`src/rtl/transport_snd_if.sv`:
```
// Session/network-side signal bundle for the transmit transport stage.
interface transport_snd_if;
    logic        ctrl_valid;
    logic [1:0]  ctrl_cmd;
    logic [7:0]  ctrl_phone;
    logic [15:0] ctrl_data;
    logic        ctrl_ready;
    logic        audio_valid;
    logic [7:0]  audio_phone;
    logic [15:0] audio_sample;
    logic        audio_ready;
    logic        net_ready;
    logic        send_signal;
    logic [7:0]  packet_out;
    logic        busy;

    // Upstream session + downstream network view (drives requests, consumes bytes).
    modport master (
        output ctrl_valid, ctrl_cmd, ctrl_phone, ctrl_data,
        output audio_valid, audio_phone, audio_sample,
        output net_ready,
        input  ctrl_ready, audio_ready, send_signal, packet_out, busy
    );

    // Transport stage view.
    modport slave (
        input  ctrl_valid, ctrl_cmd, ctrl_phone, ctrl_data,
        input  audio_valid, audio_phone, audio_sample,
        input  net_ready,
        output ctrl_ready, audio_ready, send_signal, packet_out, busy
    );
endinterface

```
`src/rtl/transport_snd.sv`:
```
// Transmit transport stage: frames control commands and batched audio samples
// into fixed-size byte packets and streams them under a ready handshake.
module transport_snd #(
    parameter int unsigned PACKET_BYTES = 16,
    parameter logic [7:0]  HDR_CTRL     = 8'h40,
    parameter logic [7:0]  HDR_AUDIO    = 8'h80
) (
    input  logic             clk,
    input  logic             reset,
    transport_snd_if.slave   bus
);

    localparam int unsigned AUDIO_SAMPLES = (PACKET_BYTES - 2) / 2;
    localparam int unsigned IDX_W         = $clog2(PACKET_BYTES);
    localparam int unsigned CNT_W         = $clog2(AUDIO_SAMPLES + 1);
    localparam int unsigned SEL_W         = (AUDIO_SAMPLES > 1) ? $clog2(AUDIO_SAMPLES) : 1;
    localparam logic [IDX_W-1:0] LAST_IDX = IDX_W'(PACKET_BYTES - 1);
    localparam logic [CNT_W-1:0] FULL_CNT = CNT_W'(AUDIO_SAMPLES);

    typedef enum logic [0:0] {
        IDLE = 1'b0,
        SEND = 1'b1
    } state_e;

    state_e                           state_q, state_d;
    logic                             is_audio_q, is_audio_d;
    logic [IDX_W-1:0]                 idx_q, idx_d;
    logic [1:0]                       cmd_q, cmd_d;
    logic [7:0]                       cphone_q, cphone_d;
    logic [15:0]                      cdata_q, cdata_d;
    logic [7:0]                       aphone_q, aphone_d;
    logic [AUDIO_SAMPLES-1:0][15:0]   samples_q, samples_d;
    logic [CNT_W-1:0]                 cnt_q, cnt_d;
    logic                             send_q, send_d;
    logic                             busy_q, busy_d;
    logic [7:0]                       pkt_q, pkt_d;

    logic                             ctrl_acc;
    logic                             audio_acc;
    logic                             xfer;
    logic [IDX_W-1:0]                 off;
    logic [SEL_W-1:0]                 sel;
    logic [15:0]                      word;

    // Ready flags are decoded straight from state so the session sees them in the same cycle.
    assign bus.ctrl_ready  = (state_q == IDLE);
    assign bus.audio_ready = (cnt_q < FULL_CNT);
    assign bus.send_signal = send_q;
    assign bus.busy        = busy_q;
    assign bus.packet_out  = pkt_q;

    // State register and latched payloads.
    always_ff @(posedge clk) begin
        if (reset) begin
            state_q    <= IDLE;
            is_audio_q <= 1'b0;
            idx_q      <= '0;
            cmd_q      <= '0;
            cphone_q   <= '0;
            cdata_q    <= '0;
            aphone_q   <= '0;
            samples_q  <= '0;
            cnt_q      <= '0;
            send_q     <= 1'b0;
            busy_q     <= 1'b0;
            pkt_q      <= 8'h00;
        end else begin
            state_q    <= state_d;
            is_audio_q <= is_audio_d;
            idx_q      <= idx_d;
            cmd_q      <= cmd_d;
            cphone_q   <= cphone_d;
            cdata_q    <= cdata_d;
            aphone_q   <= aphone_d;
            samples_q  <= samples_d;
            cnt_q      <= cnt_d;
            send_q     <= send_d;
            busy_q     <= busy_d;
            pkt_q      <= pkt_d;
        end
    end

    // Next-state: audio accumulation, control/audio launch and byte advance.
    always_comb begin
        state_d    = state_q;
        is_audio_d = is_audio_q;
        idx_d      = idx_q;
        cmd_d      = cmd_q;
        cphone_d   = cphone_q;
        cdata_d    = cdata_q;
        aphone_d   = aphone_q;
        samples_d  = samples_q;
        cnt_d      = cnt_q;

        ctrl_acc  = bus.ctrl_valid && (state_q == IDLE);
        audio_acc = bus.audio_valid && (cnt_q < FULL_CNT);
        xfer      = send_q && bus.net_ready;

        // Audio slots fill independently of transmission; phone comes from the first sample only.
        if (audio_acc) begin
            samples_d[SEL_W'(cnt_q)] = bus.audio_sample;
            if (cnt_q == '0) begin
                aphone_d = bus.audio_phone;
            end
            cnt_d = cnt_q + CNT_W'(1);
        end

        case (state_q)
            IDLE: begin
                if (ctrl_acc) begin
                    cmd_d      = bus.ctrl_cmd;
                    cphone_d   = bus.ctrl_phone;
                    cdata_d    = bus.ctrl_data;
                    state_d    = SEND;
                    is_audio_d = 1'b0;
                    idx_d      = '0;
                end else if (cnt_q == FULL_CNT) begin
                    state_d    = SEND;
                    is_audio_d = 1'b1;
                    idx_d      = '0;
                end
            end
            SEND: begin
                if (xfer) begin
                    if (idx_q == LAST_IDX) begin
                        state_d = IDLE;
                        idx_d   = '0;
                        // The buffer is free again only once its packet has fully left.
                        if (is_audio_q) begin
                            cnt_d = '0;
                        end
                    end else begin
                        idx_d = idx_q + IDX_W'(1);
                    end
                end
            end
        endcase

        send_d = (state_d == SEND);
        busy_d = (state_d == SEND);
    end

    // Byte map for the next cycle's packet_out, driven from next-state index and payloads.
    always_comb begin
        off   = idx_d - IDX_W'(2);
        sel   = SEL_W'(off >> 1);
        word  = (32'(sel) < AUDIO_SAMPLES) ? samples_d[sel] : 16'h0000;
        pkt_d = 8'h00;
        if (state_d == SEND) begin
            if (idx_d == '0) begin
                pkt_d = is_audio_d ? HDR_AUDIO : HDR_CTRL;
            end else if (idx_d == IDX_W'(1)) begin
                pkt_d = is_audio_d ? aphone_d : cphone_d;
            end else if (is_audio_d) begin
                pkt_d = off[0] ? word[7:0] : word[15:8];
            end else if (idx_d == IDX_W'(2)) begin
                pkt_d = {6'b000000, cmd_d};
            end else if (idx_d == IDX_W'(3)) begin
                pkt_d = cdata_d[15:8];
            end else if (idx_d == IDX_W'(4)) begin
                pkt_d = cdata_d[7:0];
            end
        end
    end

endmodule
```
`src/flat_wrapper.sv`:
```
// flat-port wrapper written by rule: the top's interface ports become plain ports
module transport_snd_flat 
#(
    parameter int unsigned PACKET_BYTES = 16,
    parameter logic [7:0]  HDR_CTRL     = 8'h40,
    parameter logic [7:0]  HDR_AUDIO    = 8'h80
)
  (clk, reset, bus_ctrl_valid, bus_ctrl_cmd, bus_ctrl_phone, bus_ctrl_data, bus_audio_valid, bus_audio_phone, bus_audio_sample, bus_net_ready, bus_ctrl_ready, bus_audio_ready, bus_send_signal, bus_packet_out, bus_busy);
  transport_snd_if bus_i ();
  input  logic clk;
  input  logic reset;
  input wire logic [$bits(bus_i.ctrl_valid)-1:0] bus_ctrl_valid;
  input wire logic [$bits(bus_i.ctrl_cmd)-1:0] bus_ctrl_cmd;
  input wire logic [$bits(bus_i.ctrl_phone)-1:0] bus_ctrl_phone;
  input wire logic [$bits(bus_i.ctrl_data)-1:0] bus_ctrl_data;
  input wire logic [$bits(bus_i.audio_valid)-1:0] bus_audio_valid;
  input wire logic [$bits(bus_i.audio_phone)-1:0] bus_audio_phone;
  input wire logic [$bits(bus_i.audio_sample)-1:0] bus_audio_sample;
  input wire logic [$bits(bus_i.net_ready)-1:0] bus_net_ready;
  output wire logic [$bits(bus_i.ctrl_ready)-1:0] bus_ctrl_ready;
  output wire logic [$bits(bus_i.audio_ready)-1:0] bus_audio_ready;
  output wire logic [$bits(bus_i.send_signal)-1:0] bus_send_signal;
  output wire logic [$bits(bus_i.packet_out)-1:0] bus_packet_out;
  output wire logic [$bits(bus_i.busy)-1:0] bus_busy;
  assign bus_i.ctrl_valid = bus_ctrl_valid;
  assign bus_i.ctrl_cmd = bus_ctrl_cmd;
  assign bus_i.ctrl_phone = bus_ctrl_phone;
  assign bus_i.ctrl_data = bus_ctrl_data;
  assign bus_i.audio_valid = bus_audio_valid;
  assign bus_i.audio_phone = bus_audio_phone;
  assign bus_i.audio_sample = bus_audio_sample;
  assign bus_i.net_ready = bus_net_ready;
  assign bus_ctrl_ready = bus_i.ctrl_ready;
  assign bus_audio_ready = bus_i.audio_ready;
  assign bus_send_signal = bus_i.send_signal;
  assign bus_packet_out = bus_i.packet_out;
  assign bus_busy = bus_i.busy;
  transport_snd #(.PACKET_BYTES(PACKET_BYTES), .HDR_CTRL(HDR_CTRL), .HDR_AUDIO(HDR_AUDIO)) u_core (.clk(clk), .reset(reset), .bus(bus_i));
endmodule
```
`config.mk`:
```
export PLATFORM = sky130hd
export DESIGN_NAME = transport_snd_flat
export DESIGN_NICKNAME = d
export VERILOG_FILES = /design/src/rtl/transport_snd_if.sv /design/src/rtl/transport_snd.sv /design/src/flat_wrapper.sv
export SDC_FILE = /design/constraint.sdc
export NUM_CORES = 1
export LEC_CHECK = 0
export ABC_AREA = 0
export BUFFER_PORTS_ARGS = -buffer_cell sky130_fd_sc_hd__buf_2
export CAP_MARGIN = 20
export CORE_UTILIZATION = 61
export CTS_CLUSTER_SIZE = 12
export DETAILED_ROUTE_END_ITERATION = 16
export PLACE_DENSITY = 0.84
export SETUP_SLACK_MARGIN = 0.5
export SLEW_MARGIN = 20
export SYNTH_ARGS = -nofsm -noshare
export SYNTH_HDL_FRONTEND = slang
export SYNTH_SLANG_ARGS = --single-unit
```
`constraint.sdc`:
```
create_clock -name clk -period 5.05 [get_ports clk]
set_input_delay 0.7575 -clock clk [delete_from_list [all_inputs] [get_ports clk]]
set_output_delay 0.7575 -clock clk [all_outputs]
set_load 0.1 [all_outputs]
```
After elaboration in Yosys (flattened, before gate mapping)
Cells that the tools add are included.
{ "totals": {"regBits": 163, "latchBits": 0, "ramBits": 0, "mem_bits_ro": 0, "in_bits": 55, "out_inout_bits": 12, "elab_cells": 81, "memories": 0} }
{ "op_classes": {"add_sub_neg": 3, "mul": 0, "n_div": 0, "order_cmp": 5, "n_eq_ne": 6, "shifts": 0, "n_mux": 42, "bitwise": 2, "n_reduce_logical": 7} }
{ "op_table": {"columns": ["cell", "count"], "rows": [
  ["bitwise mux 112 bit", 1],
  ["2-to-1 mux 112 bit", 1],
  ["2-to-1 mux 8 bit", 13],
  ["2-to-1 mux 16 bit", 5],
  ["binary-select mux 16 bit (select 3 bit)", 1],
  ["demux 16 bit (select 3 bit)", 1],
  ["2-to-1 mux 4 bit", 4],
  ["2-to-1 mux 3 bit", 5],
  ["equality test 4 x 2 -> 1 bit (second input constant)", 2],
  ["less-than comparator 3 x 4 -> 1 bit (second input constant)", 2],
  ["one-hot mux 4 bit (2 select lines)", 1],
  ["2-to-1 mux 1 bit", 7],
  ["less-than comparator 3 bit (second input constant)", 2],
  ["adder 4 x 1 -> 4 bit (second input constant)", 1],
  ["equality test 4 x 1 -> 1 bit (second input constant)", 1],
  ["equality test 4 x 3 -> 1 bit (second input constant)", 1],
  ["equality test 4 bit (second input constant)", 1],
  ["logical AND 1 bit", 4],
  ["logical NOT 4 bit", 1],
  ["2-to-1 mux 2 bit", 2],
  ["subtractor 4 x 2 -> 4 bit (second input constant)", 1],
  ["adder 3 x 1 -> 3 bit (second input constant)", 1],
  ["equality test 3 bit (second input constant)", 1],
  ["greater-or-equal comparator 3 x 1 -> 1 bit (second input constant)", 1],
  ["4 further kinds", 5]
]} }

Depth between registers and ports, before layout
{ "depth": {"depth_word": 13, "depth_mapped": 13, "ltp_nobuf": 10} }

Worst setup path after synthesis
No wires, ideal clock.
{ "synth_path": {"kind": "register -> register", "start": "reg u_core.send_q (netlist: u_core.bus.send_signal)", "end": "reg u_core.pkt_q[1] (netlist: u_core.bus.packet_out[1])", "setup_ns": 0.089, "t_arrival_ns": 3.126, "t_required_ns": 4.961, "slack_ns": 1.835, "stages_incl_launch_ff": 10, "n_path_buf": 1, "synth_period_minus_slack_ns": 3.215, "cell_sequence": "dfxtp_1 buf_4 inv_2 nand2_2 o21ai_1 a211o_1 a2111oi_4 a21oi_1 o31a_1 a311oi_2"} }
{ "synth_via": {"elab_chain_cells": 12, "word_cells_on_any_way": 37, "classes_between": "add/sub (1); order compare (1); eq/ne (4); mux (25); bitwise (2); reduce/logical (4)"} }
{ "synth_rtl": {"columns": ["item", "line", "text"], "rows": [
  ["from (decl)", "transport_snd.sv:34", "logic send_q, send_d;"],
  ["from (signal assigned)", "transport_snd.sv:77", "send_q <= send_d;"],
  ["inverter 1 bit (*)", null, null],
  ["via bus_ctrl_ready", "flat_wrapper.sv:20", "output wire logic [$bits(bus_i.ctrl_ready)-1:0] bus_ctrl_ready;"],
  ["logical AND 1 bit", null, null],
  ["2-to-1 mux 4 bit", null, null],
  ["one-hot mux 4 bit (2 select lines)", "transport_snd.sv:108", "case (state_q)"],
  ["subtractor 4 x 2 -> 4 bit", "transport_snd.sv:145", "off = idx_d - IDX_W'(2);"],
  ["binary-select mux 16 bit (select 3 bit)", "transport_snd.sv:147", "word = (32'(sel) < AUDIO_SAMPLES) ? samples_d[sel] : 16'h0000;"],
  ["2-to-1 mux 16 bit (implied by the code)", "transport_snd.sv:147", null],
  ["2-to-1 mux 16 bit", "transport_snd.sv:147", null],
  ["2-to-1 mux 8 bit", "transport_snd.sv:155", "pkt_d = off[0] ? word[7:0] : word[15:8];"],
  ["2-to-1 mux 8 bit", "transport_snd.sv:154", "end else if (is_audio_d) begin"],
  ["2-to-1 mux 8 bit", "transport_snd.sv:152", "end else if (idx_d == IDX_W'(1)) begin"],
  ["2-to-1 mux 8 bit", "transport_snd.sv:150", "if (idx_d == '0) begin"],
  ["to (signal assigned)", "transport_snd.sv:79", "pkt_q <= pkt_d;"],
  ["to (decl)", "transport_snd.sv:36", "logic [7:0] pkt_q, pkt_d;"]
]} }
Mark *: on every way through the listed nets, which the timed path passes. The rest lies on a longest branch. The select of a mux whose other input is x is not followed.
A chain may end at the register's enable or synchronous reset.

Worst setup path after layout
{ "layout_path": {"start": "reg u_core.cnt_q[1]", "end": "reg u_core.pkt_q[1] (netlist: u_core.bus.packet_out[1])"} }
{ "layout_via": {"elab_chain_cells": 13, "word_cells_on_any_way": 42, "classes_between": "add/sub (1); order compare (4); eq/ne (5); mux (26); bitwise (1); reduce/logical (5)"} }
{ "layout_rtl": {"columns": ["item", "line", "text"], "rows": [
  ["from (decl)", "transport_snd.sv:33", "logic [CNT_W-1:0] cnt_q, cnt_d;"],
  ["from (signal assigned)", "transport_snd.sv:76", "cnt_q <= cnt_d;"],
  ["branches (longest 13 deep; another with subtractor 4 x 2 -> 4 bit)", null, null]
]} }
Parallel ways; which one is timed is not known. The select of a mux whose other input is x is not followed.

==> flow_metrics.py <==
metrics = {
    "run_status": {
        "status": "finished, final reports clean",
    },
    "sta": {
        "fmax_mhz": 282,
        "period_minus_slack_ns": 3.55,
        "max_slew_margin_pct": 31.8,
        "fin_skew_ns": 0.0128,
        "finalSetupViolCount": 0,
        "rsz0062_at_grt": "false",
        "layout_setup_ws_ns": 1.50,
        "post-route-period-util_pct": 70.3,
        "finalSetupTns_ns": 0,
        "hold_viol": 0,
        "worst_pin_slew_ns": 1.02,
        "slew_viol_final": 0,
    },
    "grt": {
        "antenna_found_initial": 0,
        "grt_max_degree": 95,
        "grt-ovfl-total": 0,
        "grt_pass1_wl_um": 36800,
        "grt_usage_pct": 36.1,
        "grt_pass1_vias": 7144,
    },
    "clocking": {
        "numCtsBuffers": 17,
        "cts.sinks": 163,
        "htree_levels": 4,
        "insertion_delay_ns": 0.44,
        "cts_tree": "built",
        "post_cts_buffers": 0,
        "cts-root-buf": "clkbuf_16",
        "clkTransAtPathRegs_ns": 0.07,
        "cts_hold_buf": 0,
        "cts.path.max_buffers": 2,
        "cts_resized": 0,
    },
    "power_and_ir_drop": {
        "leakage_uw": 0.00349,
        "cellPowerDensity_mw_per_mm2": 346,
        "irDropWorstVdd_v": 0.000265,
    },
    "routing": {
        "wl_per_cell_um": 19.5,
        "postRouteAntennaNets": 0,
        "drtPass1Iterations": 8,
        "num_vias": 7788,
        "drc_errors": 0,
        "wl_um": 23700,
        "first_iter_violations": 1101,
        "viasPerCell": 6.42,
    },
    "placed_design": {
        "port_buffers": 66,
        "place_area_mm2": 0.00827,
        "place.gp.congestion": 0.993,
        "dp_slack_ns": 1.56,
        "dpl.hpwl_um": 15600,
    },
    "synthesis": {
        "synthArstFlopShare_pct": 0,
        "syn_area_per_cell_um2": 7.84,
        "synthCells": 1015,
        "netlist_area_mm2": 0.00796,
        "yosysSeqAreaShare_pct": 41.0,
        "syn_nets": 1074,
        "ys_warn_count": 0,
        "synth_edf_count": 0,
        "ys_types": 79,
        "yosys_register_bits": 163,
        "synth_ff_type": "dfxtp_1",
    },
    "floorplanning": {
        "dieHeight_um": 116,
        "io_pins": 67,
        "core_area_mm2": 0.0127,
        "num_rows": 41,
        "die_area_mm2": 0.0135,
        "die_x_um": 116,
        "start_util_pct": 62.8,
    },
    "worst_setup_path": {
        "cp-start-kind": "flop",
        "arrival_ns": 3.90,
        "path_max_fanout": 22,
        "critical_path_class": "flop to flop",
        "critPathRequiredTime_ns": 5.40,
        "cp-end-kind": "flop",
    },
    "layout": {
        "final_nets": 1088,
        "n_antenna_cell": 0,
        "area_growth_pct": 11.7,
        "layout-drive-gt1-share_pct": 14.1,
        "fin_area_mm2": 0.00888,
        "fillers": 1020,
    },
    "flow_run": {
        "cap_violations": 0,
    },
    "min_path": {
        "min_path_type": "flop to flop",
    },
}
## metal layers
layer	GRT usage, %	vias to the layer above	wire length, µm
li1	-	3604	-
met1	45.8	3574	9170
met2	56.8	507	10500
met3	7.84	103	2800
met4	20.7	0	1190
met5	0	-	0
## sequential cells by signal (all words and copies together), names as in the netlist
| signal | count |
|---|---|
| u_core.samples_q | 112 |
| u_core.cdata_q | 16 |
| u_core.idx_q | 4 |
| u_core.cnt_q | 3 |
| u_core.aphone_q | 8 |
| u_core.cphone_q | 8 |
| u_core.bus.packet_out | 8 |
| u_core.cmd_q | 2 |
| u_core.bus.send_signal | 1 |
| u_core.is_audio_q | 1 |
## synth_stat cells, types with 3 or more instances
| library cell | instances | share of area (%) |
|---|---|---|
| a22oi_1 | 5 | 0.47 |
| mux2i_1 | 57 | 7.2 |
| nor2_1 | 97 | 4.6 |
| or3_1 | 15 | 1.2 |
| buf_2 | 15 | 0.94 |
| o211ai_1 | 10 | 0.94 |
| o21ai_1 | 4 | 0.25 |
| nand3_2 | 3 | 0.38 |
| o22ai_1 | 11 | 0.86 |
| a211oi_1 | 3 | 0.28 |
| buf_1 | 7 | 0.33 |
| o32ai_1 | 9 | 0.99 |
| a31oi_1 | 6 | 0.47 |
| nand3_1 | 23 | 1.4 |
| a21oi_1 | 116 | 7.3 |
| o21ai_0 | 24 | 1.5 |
| nand4_1 | 5 | 0.39 |
| a32oi_1 | 3 | 0.33 |
| o32a_1 | 5 | 0.63 |
| clkbuf_1 | 59 | 2.8 |
| buf_4 | 7 | 0.66 |
| dfxtp_1 | 163 | 41 |
| nor3_1 | 37 | 2.3 |
| o311ai_0 | 4 | 0.44 |
| nand2_1 | 228 | 11 |
| a311oi_1 | 4 | 0.44 |
| nand4b_1 | 3 | 0.33 |
| a21o_1 | 3 | 0.28 |
| buf_6 | 3 | 0.42 |
| o221ai_1 | 8 | 0.88 |
| ha_1 | 4 | 0.63 |
| a221oi_1 | 3 | 0.33 |
| o31ai_1 | 3 | 0.28 |
| o2111ai_1 | 5 | 0.55 |
| inv_1 | 5 | 0.24 |
## cells in the final DEF, fill, tap and decap left out, drive strengths merged, types with 6 or more instances in the layout
cell	instances
nor3	37
nor2	100
buf	86
mux2i	59
o32ai	9
o221ai	8
clkbuf	18
a21oi	118
o21ai	29
nand3	26
inv	15
o211ai	10
nand2	229
o22ai	11
a31oi	6
or3	15
dfxtp	163
## power breakdown
part / switching (µW) / internal (µW)
clock network: 571 / 794
logic: 243 / 110
registers: 27.7 / 1330
total: 842 / 2230
## logic make-up (layout without fill, tap and decap cells)
| logic type | Yosys count | count (layout) | synth area share (%) |
|---|---|---|---|
| DFF | 163 | 163 | 41.0 |
| buffers and inverters | 98 | 125 | 5.47 |
| adders and majority gates | 4 | 4 | 0.629 |
| xor gates and xnor gates | 2 | 2 | 0.220 |
| and+or+nand+nor | 435 | 435 | 23.9 |
| muxes | 62 | 62 | 8.10 |
| AOI/OAI and AO/OA | 251 | 251 | 20.6 |
## final timing paths
check	startpoint	endpoint	slack [ns]	cells past startpoint
min reg2reg	u_core.samples_q[2]	u_core.samples_q[2]	0.45	2
min	u_core.samples_q[2]	u_core.samples_q[2]	0.45	2
max reg2reg	u_core.cnt_q[1]	u_core.bus.packet_out[1]	1.50	10
max	u_core.cnt_q[1]	u_core.bus.packet_out[1]	1.50	10
## worst max-delay path: stages (launching register included)
cell	delay, ns
dfxtp_1	0.46
ha_1	0.26
ha_1	0.23
nor2_1	0.29
nand3_1	0.28
nand2_1	0.64
nor2_1	0.26
a2111oi_4	0.41
a21oi_1	0.07
o31a_1	0.33
a311oi_2	0.24
## area by class of cell
class,instances,area [µm²],area share [%]
inverters,7,26.3,0.296
flip-flops and latches,163,3260,36.7
repair buffers,86,483,5.44
well taps,172,215,2.42
multi-input cells,754,4280,48.2
clock buffers,18,429,4.83
clock inverters,14,186,2.10
## per-stage QoR
stage	util, %	total power [µW]	instances	hold slack [ns]
finish	70.1	3080	1214	0.454
global route	70.1	3170	1214	0.471
CTS	70.1	3070	1214	0.454
detailed placement	65.3	1730	1182	0.445
global placement	65.3	1720	1182	0.440
floorplan	-	1630	1015	0.432
Power figures use the tool's default switching activity.
